==> config.mk <==
export PLATFORM = sky130hd
export DESIGN_NAME = seq_divider
export DESIGN_NICKNAME = d
export VERILOG_FILES = /design/src/rtl/seq_divider_pkg.sv /design/src/rtl/seq_divider_div_step.sv /design/src/rtl/seq_divider.sv
export SDC_FILE = /design/constraint.sdc
export NUM_CORES = 1
export LEC_CHECK = 0
export CORE_UTILIZATION = 50
export CTS_CLUSTER_DIAMETER = 120
export DETAILED_ROUTE_END_ITERATION = 10
export GPL_ROUTABILITY_DRIVEN = 0
export PLACE_DENSITY_LB_ADDON = 0.05
export SLEW_MARGIN = 40
export SYNTH_ARGS = -nofsm -noshare
export SYNTH_HDL_FRONTEND = slang
export SYNTH_SLANG_ARGS = --single-unit
==> constraint.sdc <==
create_clock -name clk -period 17.6 [get_ports clk]
set_input_delay 5.28 -clock clk [delete_from_list [all_inputs] [get_ports clk]]
set_output_delay 5.28 -clock clk [all_outputs]
set_load 0.01 [all_outputs]
==> src/rtl/seq_divider_pkg.sv <==
// seq_divider_pkg: shared FSM state type, default width and count-width helper for seq_divider
package seq_divider_pkg;
   localparam int DIV_WIDTH = 32;
   typedef enum logic [1:0] {IDLE, RUN, FIX, DONE} div_state_t;
   function automatic int cnt_width(input int w);
      return $clog2(w + 1);
   endfunction
endpackage

==> src/rtl/seq_divider_div_step.sv <==
// div_step: one restoring-division trial subtract on a generate/propagate carry chain
//   rem_sh_i   WIDTH+1  shifted partial remainder
//   dvsr_i     WIDTH    divisor magnitude
//   next_rem_o WIDTH    remainder after this step
//   q_bit_o    1        quotient bit (1 when the subtraction did not borrow)
module div_step #(
   parameter int WIDTH = 32
) (
   input  logic [WIDTH:0]   rem_sh_i,
   input  logic [WIDTH-1:0] dvsr_i,
   output logic [WIDTH-1:0] next_rem_o,
   output logic             q_bit_o
);
   logic [WIDTH:0] nb, g, p, c, diff;
   assign nb = ~{1'b0, dvsr_i};
   assign g  = rem_sh_i & nb;
   assign p  = rem_sh_i ^ nb;
   // subtract as a + ~b + 1: carry-in of one at bit 0
   always_comb begin
      c = '0;
      c[0] = 1'b1;
      for (int k = 0; k < WIDTH; k++) c[k+1] = g[k] | (p[k] & c[k]);
   end
   assign diff       = p ^ c;
   assign q_bit_o    = ~diff[WIDTH];
   assign next_rem_o = q_bit_o ? diff[WIDTH-1:0] : rem_sh_i[WIDTH-1:0];
endmodule

==> src/rtl/seq_divider.sv <==
// seq_divider: iterative restoring divider for DIV/DIVU (LO=quotient, HI=remainder)
//   clk, reset (async, active-high); start, is_signed, dividend, divisor in;
//   busy, done, quotient, remainder, div_by_zero out
module seq_divider
   import seq_divider_pkg::*;
#(
   parameter int WIDTH = DIV_WIDTH
) (
   input  logic             clk,
   input  logic             reset,
   input  logic             start,
   input  logic             is_signed,
   input  logic [WIDTH-1:0] dividend,
   input  logic [WIDTH-1:0] divisor,
   output logic             busy,
   output logic             done,
   output logic [WIDTH-1:0] quotient,
   output logic [WIDTH-1:0] remainder,
   output logic             div_by_zero
);
   localparam int CW = cnt_width(WIDTH);
   div_state_t     state_q, state_d;
   logic [WIDTH-1:0] rem_q, rem_d, quo_q, quo_d, dvsr_q, dvsr_d;
   logic [WIDTH-1:0] quotient_q, quotient_d, remainder_q, remainder_d;
   logic [CW-1:0]    cnt_q, cnt_d;
   logic             sq_q, sq_d, sr_q, sr_d, dbz_q, dbz_d, dbz_out_q, dbz_out_d;
   logic [WIDTH-1:0] next_rem;
   logic             q_bit, a_neg, b_neg;
   div_step #(.WIDTH(WIDTH)) u_step (
      .rem_sh_i   ({rem_q, quo_q[WIDTH-1]}),
      .dvsr_i     (dvsr_q),
      .next_rem_o (next_rem),
      .q_bit_o    (q_bit)
   );
   assign a_neg = is_signed & dividend[WIDTH-1];
   assign b_neg = is_signed & divisor[WIDTH-1];
   always_comb begin
      state_d     = state_q;
      rem_d       = rem_q;
      quo_d       = quo_q;
      dvsr_d      = dvsr_q;
      cnt_d       = cnt_q;
      sq_d        = sq_q;
      sr_d        = sr_q;
      dbz_d       = dbz_q;
      quotient_d  = quotient_q;
      remainder_d = remainder_q;
      dbz_out_d   = dbz_out_q;
      case (state_q)
         IDLE: if (start) begin
            dbz_d   = divisor == '0;
            // on divide-by-zero the raw dividend rides in quo_q to become the remainder
            quo_d   = dbz_d ? dividend : (a_neg ? -dividend : dividend);
            dvsr_d  = b_neg ? -divisor : divisor;
            rem_d   = '0;
            sq_d    = a_neg ^ b_neg;
            sr_d    = a_neg;
            cnt_d   = CW'(WIDTH);
            state_d = dbz_d ? FIX : RUN;
         end
         RUN: begin
            rem_d   = next_rem;
            quo_d   = {quo_q[WIDTH-2:0], q_bit};
            cnt_d   = cnt_q - 1'b1;
            state_d = cnt_q == CW'(1) ? FIX : RUN;
         end
         FIX: begin
            quotient_d  = dbz_q ? '1 : (sq_q ? -quo_q : quo_q);
            remainder_d = dbz_q ? quo_q : (sr_q ? -rem_q : rem_q);
            dbz_out_d   = dbz_q;
            state_d     = DONE;
         end
         default: state_d = IDLE;
      endcase
   end
   always_ff @(posedge clk or posedge reset) begin
      if (reset) begin
         state_q     <= IDLE;
         rem_q       <= '0;
         quo_q       <= '0;
         dvsr_q      <= '0;
         cnt_q       <= '0;
         sq_q        <= 1'b0;
         sr_q        <= 1'b0;
         dbz_q       <= 1'b0;
         quotient_q  <= '0;
         remainder_q <= '0;
         dbz_out_q   <= 1'b0;
      end else begin
         state_q     <= state_d;
         rem_q       <= rem_d;
         quo_q       <= quo_d;
         dvsr_q      <= dvsr_d;
         cnt_q       <= cnt_d;
         sq_q        <= sq_d;
         sr_q        <= sr_d;
         dbz_q       <= dbz_d;
         quotient_q  <= quotient_d;
         remainder_q <= remainder_d;
         dbz_out_q   <= dbz_out_d;
      end
   end
   assign busy        = state_q == RUN || state_q == FIX;
   assign done        = state_q == DONE;
   assign quotient    = quotient_q;
   assign remainder   = remainder_q;
   assign div_by_zero = dbz_out_q;
endmodule

---- Word-level counts from Yosys, hierarchy flattened ----
Cells that the tools add are included.
word-level totals
  register bits ........................... 172
  bits of input ports ..................... 68
  output and inout port bits .............. 67
  word-level logic and storage cells ...... 116
cells by class
  add/subtract/negate cells ............... 5
  equal/unequal tests ..................... 5
  multiplexer cells ....................... 18
  bitwise operators ....................... 71
  reduce and logical (&&, ||, !) cells .... 6
operator list
  operator                                             number
  2-to-1 mux 32 bit                                    10
  negation 32 bit                                      4
  one-hot mux 32 bit (2 select lines)                  2
  XOR 33 bit                                           2
  bitwise AND 1 bit                                    33
  NOT 32 -> 33 bit                                     1
  bitwise AND 32 bit                                   1
  logical NOT 32 bit                                   1
  bitwise OR 1 bit                                     32
  one-hot mux 6 bit (2 select lines)                   1
  equality test 6 x 1 -> 1 bit, second input constant  1
  2-to-1 mux 2 bit                                     3
  2-to-1 mux 6 bit                                     1
  one-hot mux 2 bit (3 select lines)                   1
  subtractor 6 x 1 -> 6 bit, second input constant     1
  equality test 2 bit, second input constant           2
  AND reduction 2 bit                                  2
  equality test 2 x 1 -> 1 bit, second input constant  1
  logical NOT 2 bit                                    1
  inequality test 2 bit, second input constant         1
  nonzero test 2 bit                                   1
  logical OR 1 bit                                     1
  NOT 1 bit                                            1
  XOR 1 bit                                            1

---- Logic depth before layout (Yosys ltp) ----
  depth after elaboration ................. 68
  gate-level depth with buffers ........... 41
  mapped depth without buffers ............ 40

---- Hierarchy ----
From an unflattened synthesis, not the netlist that was laid out.
unflattened totals
  cell total of the unflattened synthesis .. 1184
  area, all modules ....................... 10875.4 sq um
modules (own cells, without submodules)
  module       instances  cells an instance  area each (sq um)  seq. area each (sq um)
  seq_divider  1          1083               9725.6             4304.1
  div_step     1          101                1149.9             0.0

---- Worst setup path before layout ----
Ideal clock, no wire load.
  path type ............................... register to register
  start ................................... register quo_q[31]
  end ..................................... register rem_q[5]
  setup time .............................. 134 ps
  arrival ................................. 13605 ps
  data required time ...................... 17466 ps
  setup slack ............................. 3860 ps
  cell stages (with the launch flop) ...... 41
  buffers on the path ..................... 1
  period minus slack after synthesis ...... 13740 ps
  cells stage by stage .................... dfrtp_1 inv_1 ha_1 inv_1 fa_1 inv_1 fa_1 inv_1 fa_1 fa_1 fa_1 fa_1 fa_1 fa_1 fa_1 fa_1 fa_1 fa_1 [... 5 more ...] fa_1 fa_1 fa_1 fa_1 fa_1 fa_1 fa_1 fa_1 fa_1 fa_1 fa_1 fa_1 fa_1 fa_1 xnor2_1 clkbuf_1 mux2i_1 o21ai_0
on the way
  word-level cells in the longest chain between the ends .. 67
  elaborated cells on any way between the ends .. 68
  classes of those cells .................. 2 x mux; 66 x bitwise
ends and longest elaborated chain
  item                                              RTL line                                                RTL
  start: declaration                                seq_divider.sv:23                                       logic [WIDTH-1:0] rem_q, rem_d, quo_q, quo_d, dvsr_q, dvsr_d;
  start signal: assignment                          seq_divider.sv:92                                       quo_q <= quo_d;
  bitwise AND 32 bit or XOR 33 bit (tied branches)  seq_divider_div_step.sv:16, seq_divider_div_step.sv:17
  bitwise OR 1 bit (*)                              seq_divider_div_step.sv:22                              for (int k = 0; k < WIDTH; k++) c[k+1] = g[k] | (p[k] & c[k]);
  bitwise AND 1 bit (*)                             seq_divider_div_step.sv:22
  bitwise OR 1 bit (*)                              seq_divider_div_step.sv:22
  bitwise AND 1 bit (*)                             seq_divider_div_step.sv:22
  bitwise OR 1 bit (*)                              seq_divider_div_step.sv:22
  bitwise AND 1 bit (*)                             seq_divider_div_step.sv:22
  bitwise OR 1 bit (*)                              seq_divider_div_step.sv:22
  [... 51 more ...]                                 n/a
  bitwise OR 1 bit                                  seq_divider_div_step.sv:22
  bitwise AND 1 bit                                 seq_divider_div_step.sv:22
  bitwise OR 1 bit                                  seq_divider_div_step.sv:22
  bitwise AND 1 bit                                 seq_divider_div_step.sv:22
  bitwise OR 1 bit                                  seq_divider_div_step.sv:22
  XOR 33 bit (*)                                    seq_divider_div_step.sv:24                              assign diff = p ^ c;
  2-to-1 mux 32 bit (*)                             seq_divider_div_step.sv:26                              assign next_rem_o = q_bit_o ? diff[WIDTH-1:0] : rem_sh_i[WIDTH-1:0];
  one-hot mux 32 bit (2 select lines) (*)           seq_divider.sv:49                                       case (state_q)
  end signal: assignment                            seq_divider.sv:91                                       rem_q <= rem_d;
  end: declaration                                  seq_divider.sv:23
Every way passes the cells marked *; elsewhere a longest branch is shown, timed or not.
A chain may end at the register's enable or synchronous reset.

---- Final worst setup path ----
  start ................................... register quo_q[31]
  end ..................................... register rem_q[24]
on the way
  word-level cells in the longest chain between the ends .. 67
  elaborated cells on any way between the ends .. 68
  classes of those cells .................. 2 x mux; 66 x bitwise
ends and longest elaborated chain
  item                                              RTL line
  bitwise AND 32 bit or XOR 33 bit (tied branches)  seq_divider_div_step.sv:16, seq_divider_div_step.sv:17
  bitwise OR 1 bit (*)                              seq_divider_div_step.sv:22
  bitwise AND 1 bit (*)                             seq_divider_div_step.sv:22
  bitwise OR 1 bit (*)                              seq_divider_div_step.sv:22
  bitwise AND 1 bit (*)                             seq_divider_div_step.sv:22
  bitwise OR 1 bit (*)                              seq_divider_div_step.sv:22
  bitwise AND 1 bit (*)                             seq_divider_div_step.sv:22
  bitwise OR 1 bit (*)                              seq_divider_div_step.sv:22
  [... 51 more ...]                                 n/a
  bitwise OR 1 bit                                  seq_divider_div_step.sv:22
  bitwise AND 1 bit                                 seq_divider_div_step.sv:22
  bitwise OR 1 bit                                  seq_divider_div_step.sv:22
  bitwise AND 1 bit                                 seq_divider_div_step.sv:22
  bitwise OR 1 bit                                  seq_divider_div_step.sv:22
  XOR 33 bit (*)                                    seq_divider_div_step.sv:24
  2-to-1 mux 32 bit (*)                             seq_divider_div_step.sv:26
  one-hot mux 32 bit (2 select lines) (*)           seq_divider.sv:49
Marks and branches as above.

==> implementation parameters <==
Parameter                              Value

Outcome
  Run status ... complete, no violations

Logic synthesis
  Fraction of post-synthesis cell area in the top cell type by area ... 39.5%
  Share of synthesized cell area in full adder, half adder and majority cells ... 6.96%
  Dominant cell by count in the synthesized netlist ... sky130_fd_sc_hd__dfrtp_1
  Count of flip-flops with a built-in enable after synthesis ... 0
  Synthesized-area fraction occupied by ao, oa, aoi and oai cells ... approximately a fifth
  Unique masters post-synth ... 60
  Sequential area share after synthesis ... 39.5%
  Yosys synthesis warning count ... 0
  Share of synthesized cell area in and, or, nand and nor gates ... 15.5%
  Fraction of synthesized cell area in xor and xnor cells ... under 10%
  Register bit count reported by yosys ... 172
  Synthesized Nets ... 1,334
  Post-Syn Instances ... 1,224
  Post-synthesis area per instance ... 8.90 µm²
  Async SR Flop Fraction ... 100%
  Largest cells by area after synthesis ... sky130_fd_sc_hd__dfrtp_1 40%, sky130_fd_sc_hd__fa_1 5.7%, sky130_fd_sc_hd__o21ai_0 5.3%
  Post-synthesis mux area share ... ~4.2%
  Most frequent cells after synthesis ... 172 x sky130_fd_sc_hd__dfrtp_1, 115 x sky130_fd_sc_hd__o21ai_0, 105 x sky130_fd_sc_hd__nand2_1, 101 x sky130_fd_sc_hd__nor2_1, 96 x sky130_fd_sc_hd__a21oi_1
  Top cell type by total area after synthesis ... sky130_fd_sc_hd__dfrtp_1
  Commonest register cell after synthesis ... sky130_fd_sc_hd__dfrtp_1
  Main combinational cell family by area after synthesis ... compound AO/OA/AOI/OAI gates
  Netlist area before placement ... 10,900 µm²

Finish
  Layout Cells excl Fill ... roughly 1,600
  Register area ... 4310 µm²
  Area of combinational cells with multiple inputs ... roughly 6000 µm²
  Layout filler cell count ... around 1,900
  Post-synthesis to final-layout area growth ... 19.2%
  Inserted Diodes ... 0
  Final nets ... 1,409
  Fraction of final layout cells sized beyond drive strength 1 ... 5.80%

Critical path
  Slowest stage cell, crit path ... sky130_fd_sc_hd__buf_4
  WP data arrival ... 14,120 ps
  Count of cells along the worst register-to-register path ... 40
  Cell occurring most often along the worst timing path ... sky130_fd_sc_hd__fa_1
  Nature of the critical path endpoint ... flop
  Category of the critical setup timing path ... flop to flop
  Worst Path Required ... 17,880 ps
  Max incr delay on CP ... roughly 500 ps
  Biggest fanout along the worst timing path ... 35
  Total stage count of the critical path ... 40
  Critical Path Source Type ... flop
  R2r endpoint ... rem_q[24]
  Category of cells accounting for the largest share of critical-path delay ... adder cells
  Minimum setup slack among reg-to-reg paths ... between 3000 and 4000 ps
  Critical path buffer and inverter count ... 5
  Crit Reg-Reg Startpoint ... quo_q[31]

Drt
  Starting DRT DRC Count ... 752
  WL/cell ... 19.0 µm
  Total detailed-routing wirelength ... 30,200 µm
  Count of TritonRoute iterations in the first routing pass ... 6
  DRC viols ... 0
  Total vias in the final route ... 9,319
  Via/cell ratio ... 5.88
  Routed Antenna Nets ... 0

Clock network
  Clock tree buffer depth ... 2
  Clock edge transition at the registers on the reported setup and hold paths ... 70 ps
  Maximum level of the CTS H-tree ... 4
  Post CTS Setup Buffer Count ... 0
  Total of hold buffers inserted after clock tree synthesis ... 0
  Clk Latency, worst-skew pair ... 440 ps
  Root buf cell ... sky130_fd_sc_hd__clkbuf_16
  Cells resized by post-CTS repair ... 0
  Number of clock sinks ... 172
  TritonCTS clock tree ... yes
  Number of CTS-inserted buffers ... 17

STA
  Total Negative Setup Slacks ... 0 ps
  Setup-violating endpoint count in the final report ... 0
  Post-route fraction of the period consumed by the critical path ... 78.7%
  Final Skew ... 17.4 ps
  Unrepaired setup endpoints after global routing ... false
  Worst slew slack as a fraction of its limit ... 43.4%
  Final min period ... approximately 14,000 ps
  Final count of hold timing violations ... 0
  Max Clock Freq ... 72.2 MHz
  Final Slew Violations ... 0
  Actual slew at the worst max-slew pin ... 841 ps

Power
  P per Cell Area ... 191 nW/µm²
  Highest ir drop seen on vdd ... 0.137 mV
  Leakage ... 5.25 nW

GRT
  Initial antenna violation count ... 0
  Vias in the first global route ... 8,635
  Gr usage total ... approximately 28%
  Maximum number of pins on one net before global-route repair ... between 100 and 150
  Overall overflow remaining after global route ... 0
  First-pass GRT wire length ... 48,300 µm

Floorplan
  Die Ht ... 150 µm
  Top Ports ... 135
  Floorplan row count ... between 50 and 60
  Starting density of the core ... 51.3%
  Horiz. Die Dim ... ~150 µm
  Die outline area ... 22,400 µm²
  Std-Cell Core Area ... about 21,000 µm²

Run
  Max_cap viols ... 0

Place
  Number of I/O port buffers ... 134
  Placed cell count ... about 1,600
  Post-DP HPWL ... between 20,000 and 25,000 µm

Hold path
  Instance count along the most critical hold path ... 2
  Hold path startpoint ... dvsr_q[24]
  Hold Path End ... dvsr_q[24]
  Worst hold path class ... flop to flop
## layout by cell type (no fill, tap or decap), drive strengths merged, types with 3 or more instances in the layout
master	count
clkinvlp	4
mux2	9
nor2	101
o22ai	37
nor3	26
nor4	19
bufinv	3
o41ai	17
fa	31
xor2	61
a211oi	17
clkbuf	18
xnor2	59
o31ai	24
buf	10
or2	4
inv	68
or4	12
clkinv	4
and2	3
nand3	16
clkdlybuf4s50	134
o21ai	126
nand2	105
a31oi	8
nor2b	27
dfrtp	172
or3	16
nand4b	3
mux2i	36
nand2b	8
a21oi	96
ha	11
## area by class of cell
class	instances	area share [%]
multi-input combinational	898	46.6
clock buffer	18	3.38
sequential	172	33.2
clock inverter	13	1.29
inverter	66	1.97
tap	275	2.65
timing repair buffer	144	11.0
## state kept, by name, indices dropped and copies added (netlist names)
name	flops
sq_q	1
sr_q	1
quotient	32
cnt_q	6
div_by_zero	1
state_q	2
dvsr_q	32
quo_q	32
dbz_q	1
remainder	32
rem_q	32
## stage by stage
stage          utilization (%)  setup WS [ps]  instance area [µm²]  power, mW  hold slack (ps)
2_1_floorplan                -           3860                10900       1.65              450
3_3_place_gp              58.1           3910                12300       2.04              465
3_5_place_dp              58.3           3750                12400       2.08              472
4_1_cts                   61.1           3710                13000       2.48              487
5_1_grt                   61.2           3220                13000       2.68              501
6_report                  61.2           3760                13000       2.48              479
## worst max path at each step
| stage | end | slack, ps | start |
|---|---|---|---|
| 2_1_floorplan | rem_q[5] | 3860 | quo_q[31] |
| 3_3_place_gp | rem_q[1] | 3910 | quo_q[31] |
| 3_5_place_dp | rem_q[11] | 3750 | quo_q[31] |
| 4_1_cts | rem_q[24] | 3710 | quo_q[31] |
| 5_1_grt | rem_q[27] | 3220 | quo_q[31] |
| 6_report | rem_q[24] | 3760 | quo_q[31] |
## power by group
part | leakage (nW) | internal (mW) | switching [mW]
registers | 2.16 | 0.573 | 0.267
logic | 2.80 | 0.573 | 0.664
clock network | 0.286 | 0.228 | 0.171
total | 5.25 | 1.37 | 1.10
## metal layers
| layer | GRT usage (%) | vias to the layer above | share of wire (%) |
|---|---|---|---|
| li1 | - | 4424 | - |
| met1 | 42.2 | 4549 | 46 |
| met2 | 42.9 | 317 | 46 |
| met3 | 4.36 | 29 | 6.6 |
| met4 | 6.33 | 0 | 1.2 |
| met5 | 0 | - | 0 |
## cells by family after synthesis
family | count (synthesis)
muxes | 45
AOI/OAI and AO/OA | 342
and+or+nand+nor | 349
xor gates and xnor gates | 120
adders and majority gates | 42
DFF | 172
buffers and inverters | 154
## worst min-delay path, cell delays in order, from the launching register on
cell and delay [ps]:
sky130_fd_sc_hd__dfrtp_1 340, sky130_fd_sc_hd__nand2_1 50, sky130_fd_sc_hd__o21ai_0 60
Power figures use the tool's default switching activity.
